## src/rtl/scram_pkg.sv

```systemverilog
// Shared types and limits for the simple dual-port scratch RAM.
package scram_pkg;

    typedef enum logic {S_INIT, S_READY} scram_state_t;

    localparam int RD_LAT_MIN = 1;
    localparam int RD_LAT_MAX = 2;

endpackage

```

## src/rtl/scram_sdp_if.sv

```systemverilog
// Write/read port bundle for scram_sdp; the RAM is the slave side.
interface scram_sdp_if #(
    parameter int DATA_W = 8,
    parameter int ADDR_W = 2
);

    logic              init_done;
    logic              wr_en;
    logic [ADDR_W-1:0] wr_addr;
    logic [DATA_W-1:0] wr_data;
    logic              rd_en;
    logic [ADDR_W-1:0] rd_addr;
    logic [DATA_W-1:0] rd_data;
    logic              rd_valid;

    modport master (
        input  init_done,
        output wr_en,
        output wr_addr,
        output wr_data,
        output rd_en,
        output rd_addr,
        input  rd_data,
        input  rd_valid
    );

    modport slave (
        output init_done,
        input  wr_en,
        input  wr_addr,
        input  wr_data,
        input  rd_en,
        input  rd_addr,
        output rd_data,
        output rd_valid
    );

endinterface

```

## src/rtl/scram_init_seq.sv

```systemverilog
// Post-reset sweep: walks every address once, then parks in READY.
module scram_init_seq
    import scram_pkg::*;
#(
    parameter int ADDR_W = 2
) (
    input  logic              clk,
    input  logic              rst_n,
    output logic              init_we,
    output logic [ADDR_W-1:0] init_addr,
    output logic              init_done
);

    scram_state_t      state_q, state_d;
    logic [ADDR_W-1:0] cnt_q, cnt_d;

    // State and sweep address registers.
    always_ff @(posedge clk or negedge rst_n) begin
        if (!rst_n) begin
            state_q <= S_INIT;
            cnt_q   <= '0;
        end else begin
            state_q <= state_d;
            cnt_q   <= cnt_d;
        end
    end

    // Next state and sweep write strobe; the last address is written on the leaving edge.
    always_comb begin
        state_d   = state_q;
        cnt_d     = cnt_q;
        init_we   = 1'b0;
        init_addr = cnt_q;
        init_done = 1'b0;
        case (state_q)
            S_INIT: begin
                init_we = 1'b1;
                cnt_d   = cnt_q + ADDR_W'(1);
                if (cnt_q == '1) begin
                    state_d = S_READY;
                end
            end
            S_READY: begin
                init_done = 1'b1;
            end
            default: begin
                state_d = S_INIT;
            end
        endcase
    end

endmodule

```

## src/rtl/scram_sdp.sv

```systemverilog
// Simple dual-port RAM with post-reset fill, 1- or 2-cycle read latency and
// selectable same-address read-during-write result.
module scram_sdp
    import scram_pkg::*;
#(
    parameter int              DATA_W     = 8,
    parameter int              ADDR_W     = 2,
    parameter int              RD_LAT     = 1,
    parameter int              BYPASS     = 1,
    parameter logic [DATA_W-1:0] INIT_VALUE = '0
) (
    input  logic        clk,
    input  logic        rst_n,
    scram_sdp_if.slave  bus
);

    localparam int DEPTH = 1 << ADDR_W;

    if (RD_LAT < RD_LAT_MIN || RD_LAT > RD_LAT_MAX) begin : g_bad_lat
        $error("scram_sdp: RD_LAT must be 1 or 2");
    end

    logic [DATA_W-1:0] mem_q [DEPTH];

    logic              init_we;
    logic [ADDR_W-1:0] init_addr;
    logic              init_done;

    logic              wr_acc;
    logic              rd_acc;
    logic              we;
    logic [ADDR_W-1:0] waddr;
    logic [DATA_W-1:0] wdata;
    logic [DATA_W-1:0] rd_word;

    logic [1:0]        vld_q;
    logic [DATA_W-1:0] dat1_q;
    logic [DATA_W-1:0] dat2_q;

    scram_init_seq #(
        .ADDR_W (ADDR_W)
    ) u_init (
        .clk       (clk),
        .rst_n     (rst_n),
        .init_we   (init_we),
        .init_addr (init_addr),
        .init_done (init_done)
    );

    // User traffic is dropped until the sweep has finished.
    assign wr_acc = init_done & bus.wr_en;
    assign rd_acc = init_done & bus.rd_en;

    assign we    = init_we | wr_acc;
    assign waddr = init_we ? init_addr  : bus.wr_addr;
    assign wdata = init_we ? INIT_VALUE : bus.wr_data;

    // Array read sees pre-edge contents; forwarding covers the BYPASS=1 collision case.
    assign rd_word = ((BYPASS != 0) && wr_acc && (bus.wr_addr == bus.rd_addr))
                   ? bus.wr_data : mem_q[bus.rd_addr];

    // Storage array, deliberately not reset.
    always_ff @(posedge clk) begin
        if (we) begin
            mem_q[waddr] <= wdata;
        end
    end

    // Read pipeline: data registers only load with their valid so rd_data holds.
    always_ff @(posedge clk or negedge rst_n) begin
        if (!rst_n) begin
            vld_q  <= '0;
            dat1_q <= '0;
            dat2_q <= '0;
        end else begin
            vld_q <= {vld_q[0], rd_acc};
            if (rd_acc) begin
                dat1_q <= rd_word;
            end
            if (vld_q[0]) begin
                dat2_q <= dat1_q;
            end
        end
    end

    assign bus.rd_valid  = (RD_LAT == 2) ? vld_q[1] : vld_q[0];
    assign bus.rd_data   = (RD_LAT == 2) ? dat2_q   : dat1_q;
    assign bus.init_done = init_done;

endmodule
```

## src/flat_wrapper.sv

```systemverilog
// flat-port wrapper written by rule: the top's interface ports become plain ports
module scram_sdp_flat import scram_pkg::*;
#(
    parameter int              DATA_W     = 8,
    parameter int              ADDR_W     = 2,
    parameter int              RD_LAT     = 1,
    parameter int              BYPASS     = 1,
    parameter logic [DATA_W-1:0] INIT_VALUE = '0
)
  (clk, rst_n, bus_init_done, bus_wr_en, bus_wr_addr, bus_wr_data, bus_rd_en, bus_rd_addr, bus_rd_data, bus_rd_valid);
  scram_sdp_if #(.DATA_W(DATA_W), .ADDR_W(ADDR_W)) bus_i ();
  input  logic clk;
  input  logic rst_n;
  output wire logic [$bits(bus_i.init_done)-1:0] bus_init_done;
  input wire logic [$bits(bus_i.wr_en)-1:0] bus_wr_en;
  input wire logic [$bits(bus_i.wr_addr)-1:0] bus_wr_addr;
  input wire logic [$bits(bus_i.wr_data)-1:0] bus_wr_data;
  input wire logic [$bits(bus_i.rd_en)-1:0] bus_rd_en;
  input wire logic [$bits(bus_i.rd_addr)-1:0] bus_rd_addr;
  output wire logic [$bits(bus_i.rd_data)-1:0] bus_rd_data;
  output wire logic [$bits(bus_i.rd_valid)-1:0] bus_rd_valid;
  assign bus_init_done = bus_i.init_done;
  assign bus_i.wr_en = bus_wr_en;
  assign bus_i.wr_addr = bus_wr_addr;
  assign bus_i.wr_data = bus_wr_data;
  assign bus_i.rd_en = bus_rd_en;
  assign bus_i.rd_addr = bus_rd_addr;
  assign bus_rd_data = bus_i.rd_data;
  assign bus_rd_valid = bus_i.rd_valid;
  scram_sdp #(.DATA_W(DATA_W), .ADDR_W(ADDR_W), .RD_LAT(RD_LAT), .BYPASS(BYPASS), .INIT_VALUE(INIT_VALUE)) u_core (.clk(clk), .rst_n(rst_n), .bus(bus_i));
endmodule
```

## config.mk

```make
export PLATFORM = sky130hd
export DESIGN_NAME = scram_sdp_flat
export DESIGN_NICKNAME = d
export VERILOG_FILES = /design/src/rtl/scram_pkg.sv /design/src/rtl/scram_sdp_if.sv /design/src/rtl/scram_init_seq.sv /design/src/rtl/scram_sdp.sv /design/src/flat_wrapper.sv
export SDC_FILE = /design/constraint.sdc
export NUM_CORES = 1
export LEC_CHECK = 0
export BUFFER_PORTS_ARGS = -buffer_cell sky130_fd_sc_hd__buf_2
export CAP_MARGIN = 20
export CORE_MARGIN = 4
export CORE_UTILIZATION = 60
export CTS_CLUSTER_SIZE = 40
export DETAILED_ROUTE_END_ITERATION = 10
export HOLD_SLACK_MARGIN = 0.12
export PLACE_DENSITY = 0.93
export SLEW_MARGIN = 20
export SYNTH_ARGS = -nofsm -noshare
export SYNTH_HDL_FRONTEND = slang
export SYNTH_HIERARCHICAL = 1
export SYNTH_SLANG_ARGS = --single-unit
```

## constraint.sdc

```tcl
create_clock -name clk -period 5.5 [get_ports clk]
set_input_delay 0.55 -clock clk [delete_from_list [all_inputs] [get_ports clk]]
set_output_delay 0.55 -clock clk [all_outputs]
set_load 0.01 [all_outputs]
```

==> results_dict.tcl, run 1 <==
set metrics [dict create \
    slew_viol_final 0 \
    die_height_um 64.7 \
    routed.top_layer "met4" \
    drt-wirelength-per-cell_um 18.3 \
    totalWireLength_um 3530 \
    finalPower_w 0.000642 \
    clock-skew-final_ns 0.00228 \
    timing_worst_setup_path_type "reg2reg" \
    worst-path-max-fanout 14 \
    synthesis.nets 138 \
    clock_sink_count 44 \
    layout.cells.most_common "sky130_fd_sc_hd__edfxtp_1" \
    num-nets-final 165 \
    cts.path.max_buffers 2 \
    synthesized_cell_area_um2 1930 \
    cp_required_ns 5.50 \
    multi_input_area_um2 624 \
    seq_area_um2 1260 \
    p_leak_nw 0.815 \
    layout_common_cells "sky130_fd_sc_hd__edfxtp_1, sky130_fd_sc_hd__buf_2, sky130_fd_sc_hd__nor2_1" \
    grt_util_all_layers_pct 18.3 \
    drt_first_pass_iters 4 \
    drt_iter0_markers 58 \
    post-dp-hpwl_um 2730 \
    cts-root-buf "sky130_fd_sc_hd__clkbuf_4" \
    max_slew.worst_pin.slew_ns 0.711 \
    die_width_um 64.7 \
    grt_pass1_vias 1110 \
    fin_cells 193 \
    yosysSeqAreaShare_pct 65.4 \
    hold_violations 0 \
    grt_max_degree 18 \
    grt_pass1_wl_um 5660 \
    io_pins 26 \
    crit_chain "inv_1 > mux2_2 > nor2_1" \
    drt-met1-wl_um 1560 \
    post-route-worst-setup-slack_ns 3.34 \
    setup_violations 0 \
    numCtsBuffers 5 \
    hold_path_class "in2reg" \
    place_ws_ns 3.36 \
    ff_latch_count_synth 44 \
    timing.critical_path.max_delay_family "simple AND/OR/NAND/NOR gates" \
    outcome "finished clean" \
    drive_gt1_share_pct 25.5 \
    layout-area-overhead-vs-synth_pct 12.2 \
    port_buffers 25 \
    clock.fmax_ghz 0.464 \
    yosys.cell_types.count 25 \
    post_synth.cell_area_avg_um2 15.9 \
    antenna_cells_inserted 0 \
    vdd_drop_max_uv 269 \
    core_area_um2 3050 \
    floorplan.die_area_um2 4190 \
    synth-warning-count 6 \
    placedCellCount 184 \
    timing.final.crit_period_ns 2.16 \
    slew_headroom_pct 52.4 \
    cts_tree "yes" \
    cp.buffers_inverters 1 \
    met3_length_um 157 \
    final.setup.tns_ns 0 \
    drt_drc_violations_left 0 \
    grt_antenna_before_repair 0 \
    post_cts_buffers 0 \
    vias 1119 \
    end_kind "flip-flop" \
    synthCells 121 \
    final_min_period_over_clock_period_pct 39.2 \
    num-fill-cells 201 \
    clk_pin_slew_worst_paths_ns 0.13 \
    clk-insertion-delay-late_ns 0.35 \
    rsz0062_at_grt "false" \
    gp_congestion 0.868 \
    power_density_over_the_cells_nw_per_um2 296 \
    max_cap_violations 0 \
    post_drt_via_cell_ratio 5.80 \
    ctsHtreeMaxLevel 2 \
    critPathArrivalTime_ns 2.15 \
    detailroute.wirelength.met2_um 1790 \
    final_antenna_net_count 0 \
    cpPeakStageDelay_ns 0.56 \
    global_route.overflow_total 0 \
    num_rows 20 \
    floorplan.initialDensity_pct 63.2 \
    crit_path_start_kind "flip-flop" \
    timing.critical_path.slowest_stage_cell "sky130_fd_sc_hd__nor2_1" \
]
-- metrics by stage --
step           hold slack (ns)  instance area (um^2)  utilization, %
2_1_floorplan            0.254                  1930               -
3_3_place_gp             0.423                  2070            67.8
3_5_place_dp             0.429                  2070            67.8
4_1_cts                  0.462                  2160            70.9
5_1_grt                  0.454                  2160            70.9
6_report                 0.477                  2160            70.9
-- worst paths after layout --
| check | startpoint | endpoint | slack, ns | cells past startpoint |
|---|---|---|---|---|
| min in group asynchronous | rst_n | u_core/bus.rd_data[3] | 0.58 | 2 |
| max | u_core/u_init/state_q | u_core/mem_q[2][6] | 3.34 | 3 |
| max reg2reg | u_core/u_init/state_q | u_core/mem_q[2][6] | 3.34 | 3 |
| max in group asynchronous | rst_n | u_core/bus.rd_data[4] | 4.73 | 2 |
| min reg2reg | u_core/bus.rd_data[4] | u_core/bus.rd_data[4] | 0.56 | 2 |
| min | bus_wr_data[3] | u_core/bus.rd_data[3] | 0.48 | 3 |
-- sequential cells by signal, summed over array words and instances, names as in the netlist --
signal                   flops
u_core/mem_q                32
u_core/bus.rd_data           8
u_core/u_init/state_q        1
u_core/u_init/init_addr      2
u_core/vld_q                 1
-- cell families (layout without fill, tap and decap cells) --
kind of cell	count (synthesis)	in the layout	share of synthesized area (%)
AOI/OAI and AO/OA	18	18	6.36
xor gates and xnor gates	5	5	3.05
adders and majority gates	1	1	0.648
buffers and inverters	7	35	2.27
DFF	44	44	65.4
muxes	11	11	12.8
and+or+nand+nor	35	35	9.53
-- power by group --
group          internal (W)  total [W]  switching, W
clock network     0.0000972   0.000201      0.000104
logic             0.0000263  0.0000662     0.0000399
registers          0.000370   0.000374    0.00000464
total              0.000493   0.000642      0.000148
-- worst register-to-register path, stage by stage, from the launching register on --
cell and delay, ns:
sky130_fd_sc_hd__dfrtp_1 0.48, sky130_fd_sc_hd__inv_1 0.36, sky130_fd_sc_hd__mux2_2 0.40, sky130_fd_sc_hd__nor2_1 0.57
-- synth_stat cells (all sizes together) --
library cell | instances | area, um^2
a21oi | 1 | 5.00
a22oi | 1 | 7.51
a31oi | 8 | 50.1
and2 | 2 | 12.5
buf | 4 | 32.5
clkbuf | 2 | 7.51
dfrtp | 12 | 300
edfxtp | 32 | 961
ha | 1 | 12.5
inv | 1 | 3.75
mux2 | 2 | 26.3
mux2i | 1 | 10.0
mux4 | 8 | 210
nand2 | 1 | 3.75
nand4 | 8 | 50.1
nor2 | 13 | 48.8
nor2b | 10 | 62.6
o31ai | 8 | 60.1
or2 | 1 | 6.26
xnor2 | 3 | 33.8
xor2 | 2 | 25.0
-- timing repair --
action | CTS | global route
setup endpoints to repair | 0 | 0
resized for setup | 0 | 0
hold buffers | 1 | 0
endpoints found under the hold margin | 12 | 0
-- routing by layer --
metal  vias to the layer above  GRT usage (%)
met1                       555           23.8
li1                        534              -
met3                         2           4.68
met2                        28           30.8
met4                         0           4.49
met5                         -              0
-- area by class of cell --
type,count,area share (%)
Multi-Input combinational cell,70,28.8
Clock inverter,3,2.20
Clock buffer,5,1.73
Inverter,1,0.173
Tap cell,44,2.54
Sequential cell,44,58.3
Timing Repair Buffer,26,6.24
No activity file was read; power rests on OpenSTA's default activity.
==> inputs of run 2 (changes only) <==
CORE_UTILIZATION = 56   (was 60)
PLACE_DENSITY = 0.88   (was 0.93)
clock period = 2.2 ns   (was 5.5 ns; I/O delays follow)
==> results_dict.tcl, run 2 (same netlist as run 1, synthesis figures left out) <==
set metrics [dict create \
    holdWs_ns 0.137 \
    largest_reg_flops 32 \
    cts_tree "yes" \
    hold_bufs_at_cts 5 \
    vdd_drop_max_uv 458 \
    drive_gt1_share_pct 27.2 \
    numCtsBuffers 5 \
    critPathArrivalTime_ns 1.80 \
    die_height_um 66.7 \
    dpl-instance-area_um2 2110 \
    power_switching_share_pct 23.9 \
    cellInternalPower_w 0.00124 \
    totalWireLength_um 3700 \
    clock_sink_count 44 \
    ctsHtreeMaxLevel 2 \
    place_ws_ns 0.560 \
    port_buffers 25 \
    antenna_cells_inserted 0 \
    hold_path_class "in2reg" \
    floorplan.initialDensity_pct 57.8 \
    clk-insertion-delay-late_ns 0.37 \
    grt_util_all_layers_pct 18.6 \
    global_route.overflow_total 0 \
    post_cts.resized_instances 0 \
    switching_power_w 0.000389 \
    grt_pass1_vias 1159 \
    setup_violations 0 \
    max_flop_register "u_core/mem_q" \
    timing.final.crit_period_ns 1.72 \
    timing_worst_setup_path_type "reg2reg" \
    post_drt_via_cell_ratio 5.73 \
    final_min_period_over_clock_period_pct 78.1 \
    rsz0062_at_grt "false" \
    final_antenna_net_count 0 \
    reg2reg_slack_ns 0.48 \
    hold_violations 0 \
    post-route-util_pct 67.2 \
    num-nets-final 174 \
    finalInstanceArea_um2 2240 \
    power_density_over_the_cells_nw_per_um2 727 \
    p_leak_nw 0.855 \
    end_kind "flip-flop" \
    drt-wirelength-per-cell_um 18.1 \
    grt_pass1_wl_um 5870 \
    cp_required_ns 2.29 \
    final.setup.tns_ns 0 \
    max_slew.worst_pin.slew_ns 0.599 \
    power.combinational.fraction_pct 10.9 \
    num_rows 21 \
    grt_max_degree 18 \
    drt_drc_violations_left 0 \
    outcome "finished clean" \
    clock.fmax_ghz 0.582 \
    worst-path-max-fanout 10 \
    clock-skew-final_ns 0.0101 \
    floorplan.die_area_um2 4450 \
    die_width_um 66.7 \
    cts.path.max_buffers 2 \
    p_clk_share_pct 31.7 \
    crit_path_start_kind "flip-flop" \
    layout_common_cells "sky130_fd_sc_hd__edfxtp_1, sky130_fd_sc_hd__buf_2, sky130_fd_sc_hd__nor2_1" \
    core_area_um2 3340 \
    clk_pin_slew_worst_paths_ns 0.13 \
    max_cap_violations 0 \
    layout.cells.most_common "sky130_fd_sc_hd__edfxtp_1" \
    io_pins 26 \
    sequential_share_of_power_pct 57.4 \
    drt_iter0_markers 121 \
    grt_antenna_before_repair 0 \
    post-dp-hpwl_um 2790 \
    drt_first_pass_iters 4 \
    cts-root-buf "sky130_fd_sc_hd__clkbuf_4" \
    post-route-worst-setup-slack_ns 0.482 \
    vias 1169 \
    gp_congestion 0.791 \
    layout-area-overhead-vs-synth_pct 16.3 \
    post_cts_buffers 0 \
    slew_viol_final 0 \
    slew_headroom_pct 59.8 \
]
==> run 2: changes by cell type in the layout (fill, tap and decap cells not counted), sizes merged <==
cell and delta:
buf +5, clkinv -2, clkinvlp +1, dlygate4sd3 +4, inv +1
==> run 2: worst max-delay path, stage by stage, from the launching register on <==
cell and delay (ns):
sky130_fd_sc_hd__dfrtp_1 0.50, sky130_fd_sc_hd__and2_1 0.42, sky130_fd_sc_hd__a22oi_1 0.18, sky130_fd_sc_hd__nor2_1 0.15, sky130_fd_sc_hd__buf_4 0.19
==> run 2: metrics by stage <==
stage | total power [W] | cells
floorplan | 0.00106 | 121
global placement | 0.00111 | 191
detailed placement | 0.00112 | 191
CTS | 0.00163 | 204
global route | 0.00168 | 204
finish | 0.00163 | 204
==> run 2: final timing paths <==
path / start / to / depth (start not counted)
setup reg to reg: u_core/u_init/state_q / u_core/mem_q[2][0] / 4
min in group asynchronous: rst_n / u_core/bus.rd_data[2] / 2
hold / removal: bus_wr_data[0] / u_core/bus.rd_data[0] / 3
hold reg to reg: u_core/u_init/init_addr[0] / u_core/u_init/init_addr[0] / 1
max in group asynchronous: rst_n / u_core/u_init/init_addr[0] / 2
setup / recovery: u_core/u_init/state_q / u_core/mem_q[2][0] / 4
==> run 2: area by class of cell <==
| class | count | area, um^2 |
|---|---|---|
| clock buffer | 5 | 37.5 |
| multi-input combinational | 70 | 624 |
| timing repair buffer | 35 | 213 |
| fill | 231 | 1090 |
| inverter | 1 | 3.75 |
| clock inverter | 3 | 46.3 |
| sequential | 44 | 1260 |
| tap | 46 | 57.6 |
==> run 2: power by group through the flow <==
stage                     Clock, W  Combinational (W)  Sequential (W)
after global placement           0           0.000162        0.000953
final                     0.000517           0.000178        0.000935
after detailed placement         0           0.000170        0.000954
after floorplan                  0          0.0000957        0.000963
after global routing      0.000552           0.000195        0.000938
after CTS                 0.000521           0.000178        0.000935
==> run 2: per-layer routing <==
metal / GRT usage [%] / up-vias / wire length [um]
met5: 0 / - / 0
met4: 6.35 / 0 / 52
met3: 5.73 / 7 / 188
met2: 30.9 / 35 / 1820
met1: 22.9 / 576 / 1630
li1: - / 551 / -
==> inputs of run 3 (changes only) <==
clock period = 1.75 ns   (was 2.2 ns; I/O delays follow)
==> results_dict.tcl, run 3 (same netlist as run 1, synthesis figures left out) <==
set metrics [dict create \
    outcome "finished clean" \
    final_antenna_net_count 0 \
    setup_violations 0 \
    cts_tree "yes" \
    cp_required_ns 1.81 \
    port_buffers 25 \
    worst-path-max-fanout 9 \
    layout_common_cells "sky130_fd_sc_hd__edfxtp_1, sky130_fd_sc_hd__buf_2, sky130_fd_sc_hd__dfrtp_1" \
    post_drt_via_cell_ratio 5.81 \
    critPathArrivalTime_ns 1.71 \
    cp.buffers_inverters 2 \
    ctsHtreeMaxLevel 2 \
    multi_input_area_um2 637 \
    clk_pin_slew_worst_paths_ns 0.13 \
    layout.cells.most_common "sky130_fd_sc_hd__edfxtp_1" \
    hold_violations 0 \
    timing.critical_path.max_delay_family "buffers and inverters" \
    seq_area_um2 1260 \
    drive_gt1_share_pct 28.0 \
    gp_congestion 0.833 \
    end_kind "flip-flop" \
    drt-wirelength-per-cell_um 20.9 \
    antenna_cells_inserted 0 \
    cpPeakStageDelay_ns 0.42 \
    clk-insertion-delay-late_ns 0.34 \
    power_density_over_the_cells_nw_per_um2 894 \
    timing_worst_setup_path_type "reg2reg" \
    max_slew.worst_pin.slew_ns 0.704 \
    drt_drc_violations_left 0 \
    numCtsBuffers 5 \
    post_cts_buffers 0 \
    vias 1203 \
    fin_cells 207 \
    placedCellCount 190 \
    timing.final.crit_period_ns 1.64 \
    crit_chain "inv_1 > mux2_2 > nor2_1 > buf_4" \
    p_leak_nw 0.865 \
    grt_pass1_wl_um 6620 \
    max_flop_register "u_core/mem_q" \
    vdd_drop_max_uv 588 \
    max_cap_violations 0 \
    cts-root-buf "sky130_fd_sc_hd__clkbuf_4" \
    grt_util_all_layers_pct 21.6 \
    global_route.overflow_total 0 \
    finalPower_w 0.00205 \
    crit_path_start_kind "flip-flop" \
    totalWireLength_um 4320 \
    clock-skew-final_ns 0.00743 \
    floorplan.initialDensity_pct 57.8 \
    clock_sink_count 44 \
    drt_iter0_markers 124 \
    layout-area-overhead-vs-synth_pct 18.6 \
    io_pins 26 \
    core_area_um2 3340 \
    hold_path_class "in2async" \
    num_rows 21 \
    grt_antenna_before_repair 0 \
    num-fill-cells 224 \
    grt_max_degree 18 \
    floorplan.die_area_um2 4450 \
    timing.critical_path.slowest_stage_cell "sky130_fd_sc_hd__mux2_2" \
    drt_first_pass_iters 4 \
    slew_headroom_pct 52.7 \
    grt_pass1_vias 1261 \
    largest_reg_flops 32 \
    post-dp-hpwl_um 2790 \
    final.setup.tns_ns 0 \
    slew_viol_final 0 \
    die_width_um 66.7 \
    num-nets-final 177 \
    final_min_period_over_clock_period_pct 94.0 \
    clock.fmax_ghz 0.608 \
    cts.path.max_buffers 2 \
    rsz0062_at_grt "false" \
    die_height_um 66.7 \
]
run 3: changes by cell type in the layout (fill, tap and decap cells not counted), sizes merged:
cell,previous run,this run
dlygate4sd3,5,9
buf,30,29
run 3: final timing paths:
| path | from | end | slack (ns) | depth (start not counted) |
|---|---|---|---|---|
| min in group clk | bus_rd_en | u_core/vld_q[0] | 0.34 | 2 |
| hold / removal | rst_n | u_core/bus.rd_data[1] | 0.21 | 2 |
| setup / recovery | u_core/u_init/state_q | u_core/mem_q[2][4] | 0.11 | 4 |
| max in group asynchronous | rst_n | u_core/vld_q[0] | 1.33 | 2 |
| setup reg to reg | u_core/u_init/state_q | u_core/mem_q[2][4] | 0.11 | 4 |
| hold reg to reg | u_core/u_init/init_addr[0] | u_core/u_init/init_addr[0] | 0.55 | 1 |
run 3: per-layer routing:
layer  up-vias  global-route usage (%)  wire (um)
met4         0                    8.88        110
met3         8                    5.56        181
met2        40                    38.0       2320
met5         -                       0          0
li1        558                       -          -
met1       597                    24.9       1700
run 3: area by class of cell:
cell class,count,share of cell area (%)
Clock buffer,5,1.64
Multi-Input combinational cell,70,27.8
Clock inverter,3,2.02
Timing Repair Buffer,38,10.7
Sequential cell,44,55.1
Tap cell,46,2.52
Inverter,1,0.164
run 3: through the flow:
step                hold WS, ns  area (um^2)  setup WS [ns]  utilization [%]
floorplan                -0.121         1930        -0.0670                -
global placement         0.0549         2100          0.132             63.1
detailed placement       0.0612         2100         0.0247             63.1
CTS                       0.200         2280        0.00481             68.3
global route              0.230         2290         0.0561             68.6
finish                    0.209         2290          0.106             68.6
run 3: power by group:
group	switching (W)	internal, W	total [W]
sequential	0.0000172	0.00116	0.00118
clock	0.000326	0.000305	0.000631
combinational	0.000137	0.0000981	0.000235
total	0.000480	0.00157	0.00205
run 3: timing repair:
item | CTS | global route
hold endpoints to repair | 20 | 0
endpoints found under the setup margin | 0 | 24
resized for setup | 0 | 3
hold buffers | 9 | 0
